[config.mk]
export PLATFORM = sky130hd
export DESIGN_NAME = adder_seq_multiword_flat
export DESIGN_NICKNAME = d
export VERILOG_FILES = /design/src/rtl/adder_seq_multiword_if.sv /design/src/rtl/adder_seq_multiword.sv /design/src/flat_wrapper.sv
export SDC_FILE = /design/constraint.sdc
export NUM_CORES = 1
export LEC_CHECK = 0
export BUFFER_PORTS_ARGS = -buffer_cell sky130_fd_sc_hd__buf_2
export CAP_MARGIN = 5
export CORE_UTILIZATION = 50
export CTS_CLUSTER_SIZE = 12
export DETAILED_ROUTE_END_ITERATION = 10
export PLACE_DENSITY = 0.83
export SYNTH_ARGS = -nofsm -noshare
export SYNTH_HDL_FRONTEND = slang
export SYNTH_SLANG_ARGS = --single-unit
[constraint.sdc]
create_clock -name clk -period 3.9 [get_ports clk]
set_input_delay 0 -clock clk [delete_from_list [all_inputs] [get_ports clk]]
set_output_delay 0 -clock clk [all_outputs]
set_load 0.01 [all_outputs]
[src/rtl/adder_seq_multiword_if.sv]
// Request/response bundle for adder_seq_multiword: val/rdy request carrying operands,
// val/rdy response carrying the registered result. Optional `sub` under ADDER_SEQ_SUB_EN.
interface adder_seq_multiword_if #(
    parameter int unsigned W = 16
) ();
    logic         req_val;
    logic         req_rdy;
    logic [W-1:0] in0;
    logic [W-1:0] in1;
    logic         cin;
`ifdef ADDER_SEQ_SUB_EN
    logic         sub;
`endif
    logic         resp_val;
    logic         resp_rdy;
    logic [W-1:0] sum;
    logic         cout;

    modport master (
        output req_val,
        output in0,
        output in1,
        output cin,
`ifdef ADDER_SEQ_SUB_EN
        output sub,
`endif
        output resp_rdy,
        input  req_rdy,
        input  resp_val,
        input  sum,
        input  cout
    );

    modport slave (
        input  req_val,
        input  in0,
        input  in1,
        input  cin,
`ifdef ADDER_SEQ_SUB_EN
        input  sub,
`endif
        input  resp_rdy,
        output req_rdy,
        output resp_val,
        output sum,
        output cout
    );
endinterface

[src/rtl/adder_seq_multiword.sv]
// Wide adder built from one 4-bit ripple-carry slice reused over NSLICES cycles, LS nibble first.
// Define ADDER_SEQ_SUB_EN to add a `sub` request field (in0 - in1 via ~in1 and carry-in of 1).
module adder_seq_multiword #(
    parameter int unsigned NSLICES = 4
) (
    input logic                  clk,
    input logic                  rst_n,
    adder_seq_multiword_if.slave bus
);
    localparam int unsigned W  = 4 * NSLICES;
    localparam int unsigned CW = (NSLICES > 1) ? $clog2(NSLICES) : 1;

    localparam logic [CW-1:0] LastCnt = CW'(NSLICES - 1);
    localparam logic [CW-1:0] CntOne  = CW'(1);

    localparam logic [1:0] S_IDLE = 2'd0;
    localparam logic [1:0] S_CALC = 2'd1;
    localparam logic [1:0] S_DONE = 2'd2;

    logic [1:0]    r_state;
    logic [1:0]    w_state_next;
    logic [W-1:0]  r_a;
    logic [W-1:0]  r_b;
    logic [W-1:0]  r_sum;
    logic [CW-1:0] r_cnt;
    logic          r_carry;
    logic          r_cout;

    logic          w_accept;
    logic          w_last;
    logic [W-1:0]  w_b_in;
    logic          w_cin_in;
    logic [3:0]    w_a_nib;
    logic [3:0]    w_b_nib;
    logic [3:0]    w_slice_sum;
    logic [4:0]    w_c;

    assign w_accept = (r_state == S_IDLE) && bus.req_val;
    assign w_last   = (r_cnt == LastCnt);

`ifdef ADDER_SEQ_SUB_EN
    // Two's-complement subtract: invert B and inject a carry of 1, overriding cin.
    assign w_b_in   = bus.sub ? ~bus.in1 : bus.in1;
    assign w_cin_in = bus.sub ? 1'b1 : bus.cin;
`else
    assign w_b_in   = bus.in1;
    assign w_cin_in = bus.cin;
`endif

    // Single 4-bit ripple-carry slice selected by the nibble counter.
    assign w_a_nib = r_a[{r_cnt, 2'b00} +: 4];
    assign w_b_nib = r_b[{r_cnt, 2'b00} +: 4];
    assign w_c[0]  = r_carry;

    for (genvar i = 0; i < 4; i++) begin : g_fa
        assign w_slice_sum[i] = w_a_nib[i] ^ w_b_nib[i] ^ w_c[i];
        assign w_c[i+1]       = (w_a_nib[i] & w_b_nib[i]) | (w_c[i] & (w_a_nib[i] ^ w_b_nib[i]));
    end

    always_comb begin
        w_state_next = r_state;
        case (r_state)
            S_IDLE:  if (w_accept) w_state_next = S_CALC;
            S_CALC:  if (w_last) w_state_next = S_DONE;
            S_DONE:  if (bus.resp_rdy) w_state_next = S_IDLE;
            default: w_state_next = S_IDLE;
        endcase
    end

    always_ff @(posedge clk or negedge rst_n) begin
        if (!rst_n) begin
            r_state <= S_IDLE;
            r_a     <= '0;
            r_b     <= '0;
            r_sum   <= '0;
            r_cnt   <= '0;
            r_carry <= 1'b0;
            r_cout  <= 1'b0;
        end else begin
            r_state <= w_state_next;
            case (r_state)
                S_IDLE: begin
                    if (w_accept) begin
                        r_a     <= bus.in0;
                        r_b     <= w_b_in;
                        r_carry <= w_cin_in;
                        r_cnt   <= '0;
                        r_sum   <= '0;
                    end
                end
                S_CALC: begin
                    r_sum[{r_cnt, 2'b00} +: 4] <= w_slice_sum;
                    r_carry                    <= w_c[4];
                    // Counter parks on the last slice rather than wrapping.
                    if (w_last) begin
                        r_cout <= w_c[4];
                    end else begin
                        r_cnt <= r_cnt + CntOne;
                    end
                end
                default: ;
            endcase
        end
    end

    assign bus.req_rdy  = (r_state == S_IDLE);
    assign bus.resp_val = (r_state == S_DONE);
    assign bus.sum      = r_sum;
    assign bus.cout     = r_cout;
endmodule
[src/flat_wrapper.sv]
// flat-port wrapper written by rule: the top's interface ports become plain ports
module adder_seq_multiword_flat 
#(
    parameter int unsigned NSLICES = 4
)
  (clk, rst_n, bus_req_val, bus_in0, bus_in1, bus_cin, bus_resp_rdy, bus_req_rdy, bus_resp_val, bus_sum, bus_cout);
  adder_seq_multiword_if bus_i ();
  input logic clk;
  input logic rst_n;
  input wire logic [$bits(bus_i.req_val)-1:0] bus_req_val;
  input wire logic [$bits(bus_i.in0)-1:0] bus_in0;
  input wire logic [$bits(bus_i.in1)-1:0] bus_in1;
  input wire logic [$bits(bus_i.cin)-1:0] bus_cin;
  input wire logic [$bits(bus_i.resp_rdy)-1:0] bus_resp_rdy;
  output wire logic [$bits(bus_i.req_rdy)-1:0] bus_req_rdy;
  output wire logic [$bits(bus_i.resp_val)-1:0] bus_resp_val;
  output wire logic [$bits(bus_i.sum)-1:0] bus_sum;
  output wire logic [$bits(bus_i.cout)-1:0] bus_cout;
  assign bus_i.req_val = bus_req_val;
  assign bus_i.in0 = bus_in0;
  assign bus_i.in1 = bus_in1;
  assign bus_i.cin = bus_cin;
  assign bus_i.resp_rdy = bus_resp_rdy;
  assign bus_req_rdy = bus_i.req_rdy;
  assign bus_resp_val = bus_i.resp_val;
  assign bus_sum = bus_i.sum;
  assign bus_cout = bus_i.cout;
  adder_seq_multiword #(.NSLICES(NSLICES)) u_core (.clk(clk), .rst_n(rst_n), .bus(bus_i));
endmodule
==> flow_summary.ini, run 1 <==
[floorplan]
start_util_pct = 52.2
die_h_um = 75.2
die-area_mm2 = 0.00566
core_mm2 = 0.00514
num_rows = 26
ioPinCount = 56
die_w_um = 75.2

[place]
placed_area_mm2 = 0.00296
gp_congestion = 0.769
pre_cts_slack_ns = 0.955
hpwl_mm = 3.52
io_buffers = 55

[logic_synthesis]
synth-compound-area-share_pct = 7.61
synth_common_cells = dfrtp_1, mux2_4, inv_1
synth_area_mm2 = 0.00268
synth_top_area_share_pct = 50.4
synth_xor_area_share_pct = 0
netlist_instances = 174
synthMuxAreaShare_pct = 25.2
ys_types = 33
yosys.area_share.simple_pct = 6.72
synth-seq-area-share_pct = 50.4
ys_ff_latch = 54
synth_fa_ha_area_share_pct = 4.85
yosysTopAreaCell = dfrtp_1
synth_edf_count = 0
syn_nets = 219
synth_top_family_by_area = multiplexers
synth_warnings = 0
async_flop_share_pct = 100
yosysMostFrequentCell = dfrtp_1
synth_ff_type = dfrtp_1
avgSynthCellArea_um2 = 15.4
synth.area.top_cells = dfrtp_1, mux2_4, mux4_2

[power]
p_total_mw = 2.77
p_leak_nw = 1.66
powerDensity_mw_per_mm2 = 817
ir_drop_mv = 0.415

[route]
wirelength_mm = 5.29
wl_per_cell_um = 15.8
dr.pass1.iters = 4
drc = 0
initialDrtViolationCount = 87
vias = 1704
routed_via_density = 5.09
drtAntennaViolNets = 0

[grt]
antenna_found_initial = 0
grt_pass1_wl_mm = 8.59
grt_pass1_vias = 1782
grt_max_degree = 55
grt.total_usage_pct = 21.3
grt_overflow = 0

[timing]
rsz0062_at_grt = false
max_clock_freq_ghz = 0.343
finClkSkew_ns = 0.00885
setup_viol = 0
report.final.slew_viol_count = 0
relSlewSlack_pct = 55.4
finalSetupTns_ns = 0
hold_viol_final = 0
worst_pin_slew_ns = 0.668
fin_crit_sh_pct = 74.8
fin_ws_ns = 0.983
fin_crit_ns = 2.92

[cells_and_area]
diodes = 0
finalInstanceArea_mm2 = 0.00340
fin_util_pct = 66.1
final_nets = 309
area_growth_pct = 26.6
ff_latch_area_mm2 = 0.00135
multi_input_area_mm2 = 0.00119
fillers = 397
drive_gt1_share_pct = 42.3

[critical_path]
worstSetupEndpoint = u_core.bus.sum[15]
start_kind = flip-flop
worstReg2RegStart = u_core.r_cnt[0]
crit_type = flip-flop to flip-flop
cp.arrival_ns = 3.12
crit_start = u_core.r_cnt[0]
end_kind = flip-flop
r2r-end = u_core.bus.sum[15]
critical_path_peak_fanout = 8
r2r_cells = 8
worstPathRequired_ns = 4.10
ff2ff_setup_slack_ns = 0.98

[clocking]
clk_latency_ns = 0.31
cts_resized = 0
cts.sinks = 54
cts_setup_buffers = 0
clockRootBuffer = clkbuf_8
clk_pin_slew_ns = 0.10
tritoncts = built
numCtsBuffers = 5
clock_path_buffers = 2
ctsHoldBuffers = 34
htreeDepth = 2

[min_path]
hp-class = input pin to flip-flop

[status]
status = completed

[job]
drv_cap = 0
per-layer routing:
| metal | wire [µm] | up-vias | GRT usage (%) | share of wire, % |
|---|---|---|---|---|
| li1 | - | 807 | - | - |
| met1 | 2410 | 825 | 28.5 | 46 |
| met2 | 2520 | 63 | 35.1 | 48 |
| met3 | 283 | 9 | 4.95 | 5.4 |
| met4 | 72 | 0 | 6.38 | 1.4 |
| met5 | 0 | - | 0 | 0 |
registers in the layout (all words and copies together), names as in the netlist:
name             cells
u_core.bus.cout      1
u_core.r_b          16
u_core.r_state       2
u_core.r_cnt         2
u_core.r_carry       1
u_core.bus.sum      16
u_core.r_a          16
metrics by stage:
stage                     hold WS (ns)  cells
after global placement           0.150    293
after detailed placement         0.162    293
after global routing             0.104    335
after floorplan                 -0.296    174
final                           0.0594    335
after CTS                       0.0525    335
area by class of cell:
cell class / count / area share [%]
Tap cell: 70 / 2.58
Multi-Input combinational cell: 101 / 35.0
Inverter: 11 / 1.22
Clock inverter: 2 / 0.368
Clock buffer: 6 / 2.43
Timing Repair Buffer: 91 / 18.6
Sequential cell: 54 / 39.8
worst max-delay path, stage by stage, from the launching register on:
cell	delay (ns)
dfrtp_1	0.58
buf_4	0.24
mux4_2	0.53
fa_1	0.44
inv_1	0.08
fa_1	0.16
inv_1	0.05
fa_1	0.51
a22o_1	0.23
how the worst min path moves through the flow:
stage                      from                 to  slack (ns)  cells after the start
floorplan                 rst_n    u_core.bus.cout       -0.30                      0
global placement          rst_n  u_core.r_state[1]        0.15                      2
detailed placement        rst_n  u_core.r_state[1]        0.16                      2
CTS                 bus_req_val     u_core.r_carry        0.05                      4
global route        bus_req_val     u_core.r_carry        0.10                      4
finish              bus_req_val     u_core.r_carry        0.06                      4
power breakdown:
part           total [mW]  internal (mW)  leakage (nW)  switching (mW)
Clock               0.320          0.143        0.0472           0.177
Combinational        1.43          0.785         0.945           0.649
Sequential           1.02          0.808         0.672           0.212
Total                2.77           1.74          1.66            1.04
cells by family after synthesis:
family | count (synthesis)
flip-flops | 54
AO/OA/AOI/OAI | 26
adder cells (fa/ha/maj) | 8
buffers and inverters | 19
AND/OR/NAND/NOR | 25
multiplexers | 42
placed cells by master (no fill, tap or decap):
| cell | instances |
|---|---|
| nand4bb_1 | 1 |
| nand4b_1 | 1 |
| dlygate4sd3_1 | 34 |
| buf_2 | 55 |
| a22o_1 | 8 |
| and2_4 | 1 |
| o21ai_0 | 4 |
| clkinv_2 | 1 |
| ha_1 | 4 |
| a21oi_2 | 1 |
| and3b_1 | 2 |
| mux2_4 | 30 |
| a21o_1 | 4 |
| inv_1 | 11 |
| nand2_1 | 5 |
| or2b_1 | 1 |
| nand2b_1 | 4 |
| fa_1 | 4 |
| and4b_1 | 1 |
| clkinvlp_4 | 1 |
| buf_4 | 2 |
| or3_1 | 2 |
| nand3b_4 | 1 |
| nand3b_1 | 1 |
| nor3b_2 | 1 |
| nor2_2 | 1 |
| o2bb2ai_1 | 8 |
| nor2_1 | 1 |
| a21oi_1 | 1 |
| dfrtp_1 | 54 |
| mux2_2 | 4 |
| mux4_2 | 8 |
| nor3_1 | 2 |
| clkbuf_8 | 6 |
Note: power is estimated with default switching activity, not from simulation.
==> run 2: changes to the inputs <==
--- a/config.mk
+++ b/config.mk
@@ -5,6 +5,7 @@
 export SDC_FILE = /design/constraint.sdc
 export NUM_CORES = 1
 export LEC_CHECK = 0
+export ABC_AREA = 1
 export BUFFER_PORTS_ARGS = -buffer_cell sky130_fd_sc_hd__buf_2
 export CAP_MARGIN = 5
 export CORE_UTILIZATION = 50
==> constraint.sdc (replaced) <==
create_clock -name clk -period 2.8 [get_ports clk]
set_input_delay 0 -clock clk [delete_from_list [all_inputs] [get_ports clk]]
set_output_delay 0 -clock clk [all_outputs]
set_load 0.01 [all_outputs]
==> flow_summary.ini, run 2 <==
[status]
status = completed

[timing]
fin_crit_sh_pct = 94.7
worst_pin_slew_ns = 0.909
report.final.slew_viol_count = 0
max_clock_freq_ghz = 0.377
finalSetupTns_ns = 0
relSlewSlack_pct = 39.2
hold_viol_final = 0
setup_viol = 0
timing.hold.ws_ns = 0.219
fin_crit_ns = 2.65
finClkSkew_ns = 0.00934

[clocking]
tritoncts = built
cts.sinks = 54
clockRootBuffer = clkbuf_8
clock_path_buffers = 2
numCtsBuffers = 5
clk_latency_ns = 0.32
clk_pin_slew_ns = 0.10
htreeDepth = 2

[critical_path]
cp.arrival_ns = 2.91
path_cells = clkinv_4 -> clkbuf_2 -> o21ai_0 -> nand2_1 -> fa_1 -> inv_1 -> fa_2 -> inv_2 -> fa_1 -> nand2_1 -> nor2_2 -> nand2_1 -> nand2_1
crit_family = adder cells
worstPathRequired_ns = 3.06
path_common_cell = nand2_1
cp.depth = 13
ff2ff_setup_slack_ns = 0.15
worstReg2RegStart = u_core.r_cnt[0]
end_kind = flip-flop
r2r-end = u_core.bus.sum[15]
r2r_cells = 13
critPathMaxStageDelay_ns = 0.51
worst_path_max_delay_cell = fa_1
critical_path_peak_fanout = 7
start_kind = flip-flop
path_buf_inv = 4
crit_type = flip-flop to flip-flop

[floorplan]
start_util_pct = 52.8
num_rows = 26
die_h_um = 76.1
core_mm2 = 0.00520
ioPinCount = 56
die-area_mm2 = 0.00579
die_w_um = 76.1

[grt]
grt_pass1_vias = 2459
grt.total_usage_pct = 24.2
grt_max_degree = 52
grt_overflow = 0
antenna_found_initial = 0
grt_pass1_wl_mm = 11.1

[logic_synthesis]
async_flop_share_pct = 100
synth_edf_count = 0
netlist_instances = 340
synth_top_area_share_pct = 49.2
synth.area.top_cells = dfrtp_1, nand2_1, nand3_1
synth_ff_type = dfrtp_1
syn_nets = 385
yosysTopAreaCell = dfrtp_1
avgSynthCellArea_um2 = 8.08
synth_warnings = 0
yosysMostFrequentCell = nand2_1
ys_types = 22
synth_common_cells = nand2_1, nand3_1, dfrtp_1
synth-seq-area-share_pct = 49.2
synth_area_mm2 = 0.00275
ys_ff_latch = 54

[route]
routed_via_density = 5.17
wirelength_mm = 6.84
dr.pass1.iters = 6
vias = 2631
drc = 0
initialDrtViolationCount = 202
drtAntennaViolNets = 0
wl_per_cell_um = 13.4

[min_path]
hold_end = u_core.r_b[7]
hp-class = input pin to flip-flop
min-delay-start = bus_req_val
hold_depth = 3

[cells_and_area]
fillers = 401
drive_gt1_share_pct = 22.6
fin_util_pct = 69.8
final_common_cell = nand2_1
final_cell_mix = nand2_1, nand3_1, buf_2
area_growth_pct = 32.2
diodes = 0
finalInstanceArea_mm2 = 0.00363
final_nets = 483

[job]
drv_cap = 0

[power]
ir_drop_mv = 0.567
seqPwrFrac_pct = 32.5
p_leak_nw = 1.99
pwr-share-comb_pct = 54.7
p_int_mw = 2.27
clockPowerShare_pct = 12.9
p_total_mw = 4.15
p_switching_mw = 1.88
sw_frac_of_total_pct = 45.2
powerDensity_mw_per_mm2 = 1140

[place]
io_buffers = 55
gp_congestion = 0.871
placed_area_mm2 = 0.00307
hpwl_mm = 4.09
## run 2: timing repair
action	in CTS	in global routing
gates resized for setup	0	12
setup buffers	0	10
setup endpoints to repair	0	4
hold endpoints to repair	73	0
hold buffers	35	0
## run 2: worst max-delay path by stage
| stage | slack (ns) | start | end |
|---|---|---|---|
| 6_report | 0.15 | u_core.r_cnt[0] | u_core.bus.sum[15] |
| 5_1_grt | -0.03 | u_core.r_cnt[0] | u_core.bus.sum[7] |
| 4_1_cts | 0.11 | u_core.r_cnt[0] | u_core.bus.sum[15] |
| 3_5_place_dp | 0.12 | u_core.r_cnt[0] | u_core.bus.sum[15] |
| 3_3_place_gp | 0.18 | u_core.r_cnt[0] | u_core.bus.sum[7] |
| 2_1_floorplan | 0.06 | u_core.r_cnt[0] | u_core.bus.sum[15] |
## run 2: cell families (layout without fill, tap and decap cells)
| kind of cell | count (synthesis) | count (layout) | synth area share (%) |
|---|---|---|---|
| AOI/OAI and AO/OA | 10 | 10 | 2.28 |
| adders and majority gates | 8 | 8 | 4.74 |
| buffers and inverters | 38 | 137 | 6.51 |
| DFF | 54 | 54 | 49.2 |
| and+or+nand+nor | 230 | 230 | 37.3 |
## run 2: per-layer routing
| metal | global-route usage, % | part of all wire (%) | vias to the layer above | routed length, µm |
|---|---|---|---|---|
| li1 | - | - | 1277 | - |
| met1 | 31.3 | 42 | 1234 | 2900 |
| met2 | 40.4 | 50 | 101 | 3400 |
| met3 | 3.47 | 5.2 | 19 | 358 |
| met4 | 10.8 | 2.8 | 0 | 193 |
| met5 | 0 | 0 | - | 0 |
## run 2: final cells by class
| class | instances | area [µm²] | share of cell area, % |
|---|---|---|---|
| well taps | 70 | 87.6 | 2.41 |
| inverters | 20 | 80.1 | 2.21 |
| multi-input cells | 248 | 1220 | 33.6 |
| repair buffers | 109 | 774 | 21.3 |
| clock inverters | 3 | 45.0 | 1.24 |
| clock buffers | 5 | 68.8 | 1.90 |
| flip-flops and latches | 54 | 1350 | 37.3 |
## run 2: tightest hold or removal path: stages
cell and delay, ns:
buf_2 0.29, nand3_1 0.16, nand2_1 0.05
## run 2: power by group through the flow
stage / registers [mW] / clock network (mW) / logic [mW]
after CTS: 1.33 / 0.539 / 2.08
after detailed placement: 1.34 / 0 / 2.04
after global routing: 1.38 / 0.579 / 2.60
final: 1.35 / 0.535 / 2.27
after floorplan: 1.33 / 0 / 1.53
after global placement: 1.34 / 0 / 1.97
## run 2: stage by stage
step	std cells	worst slack, ns
after global placement	455	0.183
after global routing	509	-0.0250
after floorplan	340	0.0585
final	509	0.149
after CTS	498	0.108
after detailed placement	455	0.125
==> run 3: changes to the inputs <==
--- a/config.mk
+++ b/config.mk
@@ -8,10 +8,10 @@
 export ABC_AREA = 1
 export BUFFER_PORTS_ARGS = -buffer_cell sky130_fd_sc_hd__buf_2
 export CAP_MARGIN = 5
-export CORE_UTILIZATION = 50
+export CORE_UTILIZATION = 40
 export CTS_CLUSTER_SIZE = 12
 export DETAILED_ROUTE_END_ITERATION = 10
-export PLACE_DENSITY = 0.83
+export PLACE_DENSITY = 0.7
 export SYNTH_ARGS = -nofsm -noshare
 export SYNTH_HDL_FRONTEND = slang
 export SYNTH_SLANG_ARGS = --single-unit
==> flow_summary.ini, run 3 (same netlist as run 2, synthesis figures left out) <==
[power]
p_leak_nw = 1.95
pwr-share-comb_pct = 53.9
p_int_mw = 2.14
powerDensity_mw_per_mm2 = 1110
clockPowerShare_pct = 11.3
seqPwrFrac_pct = 34.8
p_switching_mw = 1.80
ir_drop_mv = 0.452
sw_frac_of_total_pct = 45.7

[floorplan]
die_h_um = 84.9
start_util_pct = 42.3
ioPinCount = 56
die-area_mm2 = 0.00720
core_mm2 = 0.00649
num_rows = 29
die_w_um = 84.9

[min_path]
hp-class = input pin to flip-flop

[critical_path]
cp.arrival_ns = 2.87
crit_type = flip-flop to flip-flop
start_kind = flip-flop
critical_path_peak_fanout = 9
worstPathRequired_ns = 3.05
ff2ff_setup_slack_ns = 0.18
end_kind = flip-flop

[cells_and_area]
final_nets = 476
final_cell_mix = nand2_1, nand3_1, buf_2
area_growth_pct = 29.3
fin_util_pct = 54.7
final_cells = 509
final_common_cell = nand2_1
drive_gt1_share_pct = 20.8
fillers = 600
diodes = 0
finalInstanceArea_mm2 = 0.00355

[grt]
top_usage_layer = met2
grt_pass1_vias = 2421
grt_max_degree = 38
grt_use_met1_pct = 25.1
grt_overflow = 0
grt_pass1_wl_mm = 10.8
antenna_found_initial = 0
use_met2_pct = 31.8
grt.total_usage_pct = 18.9
grt_use_met3_pct = 3.31

[timing]
setup_viol = 0
max_clock_freq_ghz = 0.382
fin_crit_sh_pct = 93.5
finClkSkew_ns = 0.00308
report.final.slew_viol_count = 0
fin_crit_ns = 2.62
worst_pin_slew_ns = 0.804
relSlewSlack_pct = 46.4
hold_viol_final = 0

[job]
drv_cap = 0

[route]
wl_per_cell_um = 12.6
routed_via_density = 4.95
vias = 2522
dr.pass1.iters = 8
drc = 4
initialDrtViolationCount = 172
drtAntennaViolNets = 0
wirelength_mm = 6.42

[place]
hpwl_mm = 4.54
dp_cells = 464
gp_congestion = 0.856
placed_area_mm2 = 0.00309
io_buffers = 55

[clocking]
clk_pin_slew_ns = 0.09
tritoncts = built
numCtsBuffers = 5
clock_path_buffers = 2
clk_latency_ns = 0.31
htreeDepth = 2
clockRootBuffer = clkbuf_8
cts.sinks = 54

[status]
violations = design-rule violations
status = finished with violations
## run 3: path summary, 6_finish.rpt
kind | start | cells past startpoint | to
max | u_core.r_cnt[0] | 13 | u_core.bus.sum[15]
min | bus_cin | 5 | u_core.r_carry
max reg2reg | u_core.r_cnt[0] | 13 | u_core.bus.sum[15]
min reg2reg | u_core.r_a[1] | 2 | u_core.r_a[1]
max in group asynchronous | rst_n | 3 | u_core.r_b[6]
min in group asynchronous | rst_n | 2 | u_core.bus.sum[6]
## run 3: power by group through the flow
stage	sequential, mW	combinational (mW)	clock (mW)
floorplan	1.33	1.53	0
global placement	1.38	1.97	0
detailed placement	1.38	2.04	0
CTS	1.37	2.08	0.456
global route	1.41	2.43	0.484
finish	1.37	2.12	0.443
## run 3: what timing repair did
| item | 4_1_cts | 5_1_grt |
|---|---|---|
| resized for setup | 0 | 6 |
| buffers inserted | 0 | 3 |
| hold buffers | 34 | 0 |
| hold endpoints to repair | 69 | 0 |
| endpoints found under the setup margin | 0 | 4 |
## run 3: final cells by class
cell class                      instances  area [µm²]  area share, %
Clock inverter                          1        5.00          0.141
Tap cell                               77        96.3           2.71
Clock buffer                            7        86.3           2.43
Sequential cell                        54        1350           38.1
Inverter                               20        80.1           2.25
Timing Repair Buffer                  102         713           20.1
Multi-Input combinational cell        248        1220           34.3
## run 3: critical path, stage by stage, from the launching register on
cell	delay, ns
dfrtp_2	0.42
clkinv_4	0.10
buf_4	0.16
o21ai_0	0.22
nand2_1	0.12
fa_1	0.42
inv_1	0.07
fa_1	0.15
inv_1	0.05
fa_1	0.52
nand2_1	0.07
nor2_1	0.13
nand2_1	0.07
nand2_1	0.06
## run 3: metal layers
layer | wire length, µm | vias up
met2 | 3040 | 68
met5 | 0 | -
met1 | 3000 | 1178
li1 | - | 1267
met4 | 106 | 0
met3 | 274 | 9
## run 3: metrics by stage
step	TNS [ns]	setup WS, ns	hold WS, ns	power, mW
floorplan	0	0.0585	-0.296	2.86
global placement	0	0.149	0.129	3.35
detailed placement	0	0.0761	0.133	3.42
CTS	0	0.0671	0.0208	3.90
global route	-0.0182	-0.0108	0.0480	4.33
finish	0	0.181	0.0220	3.94
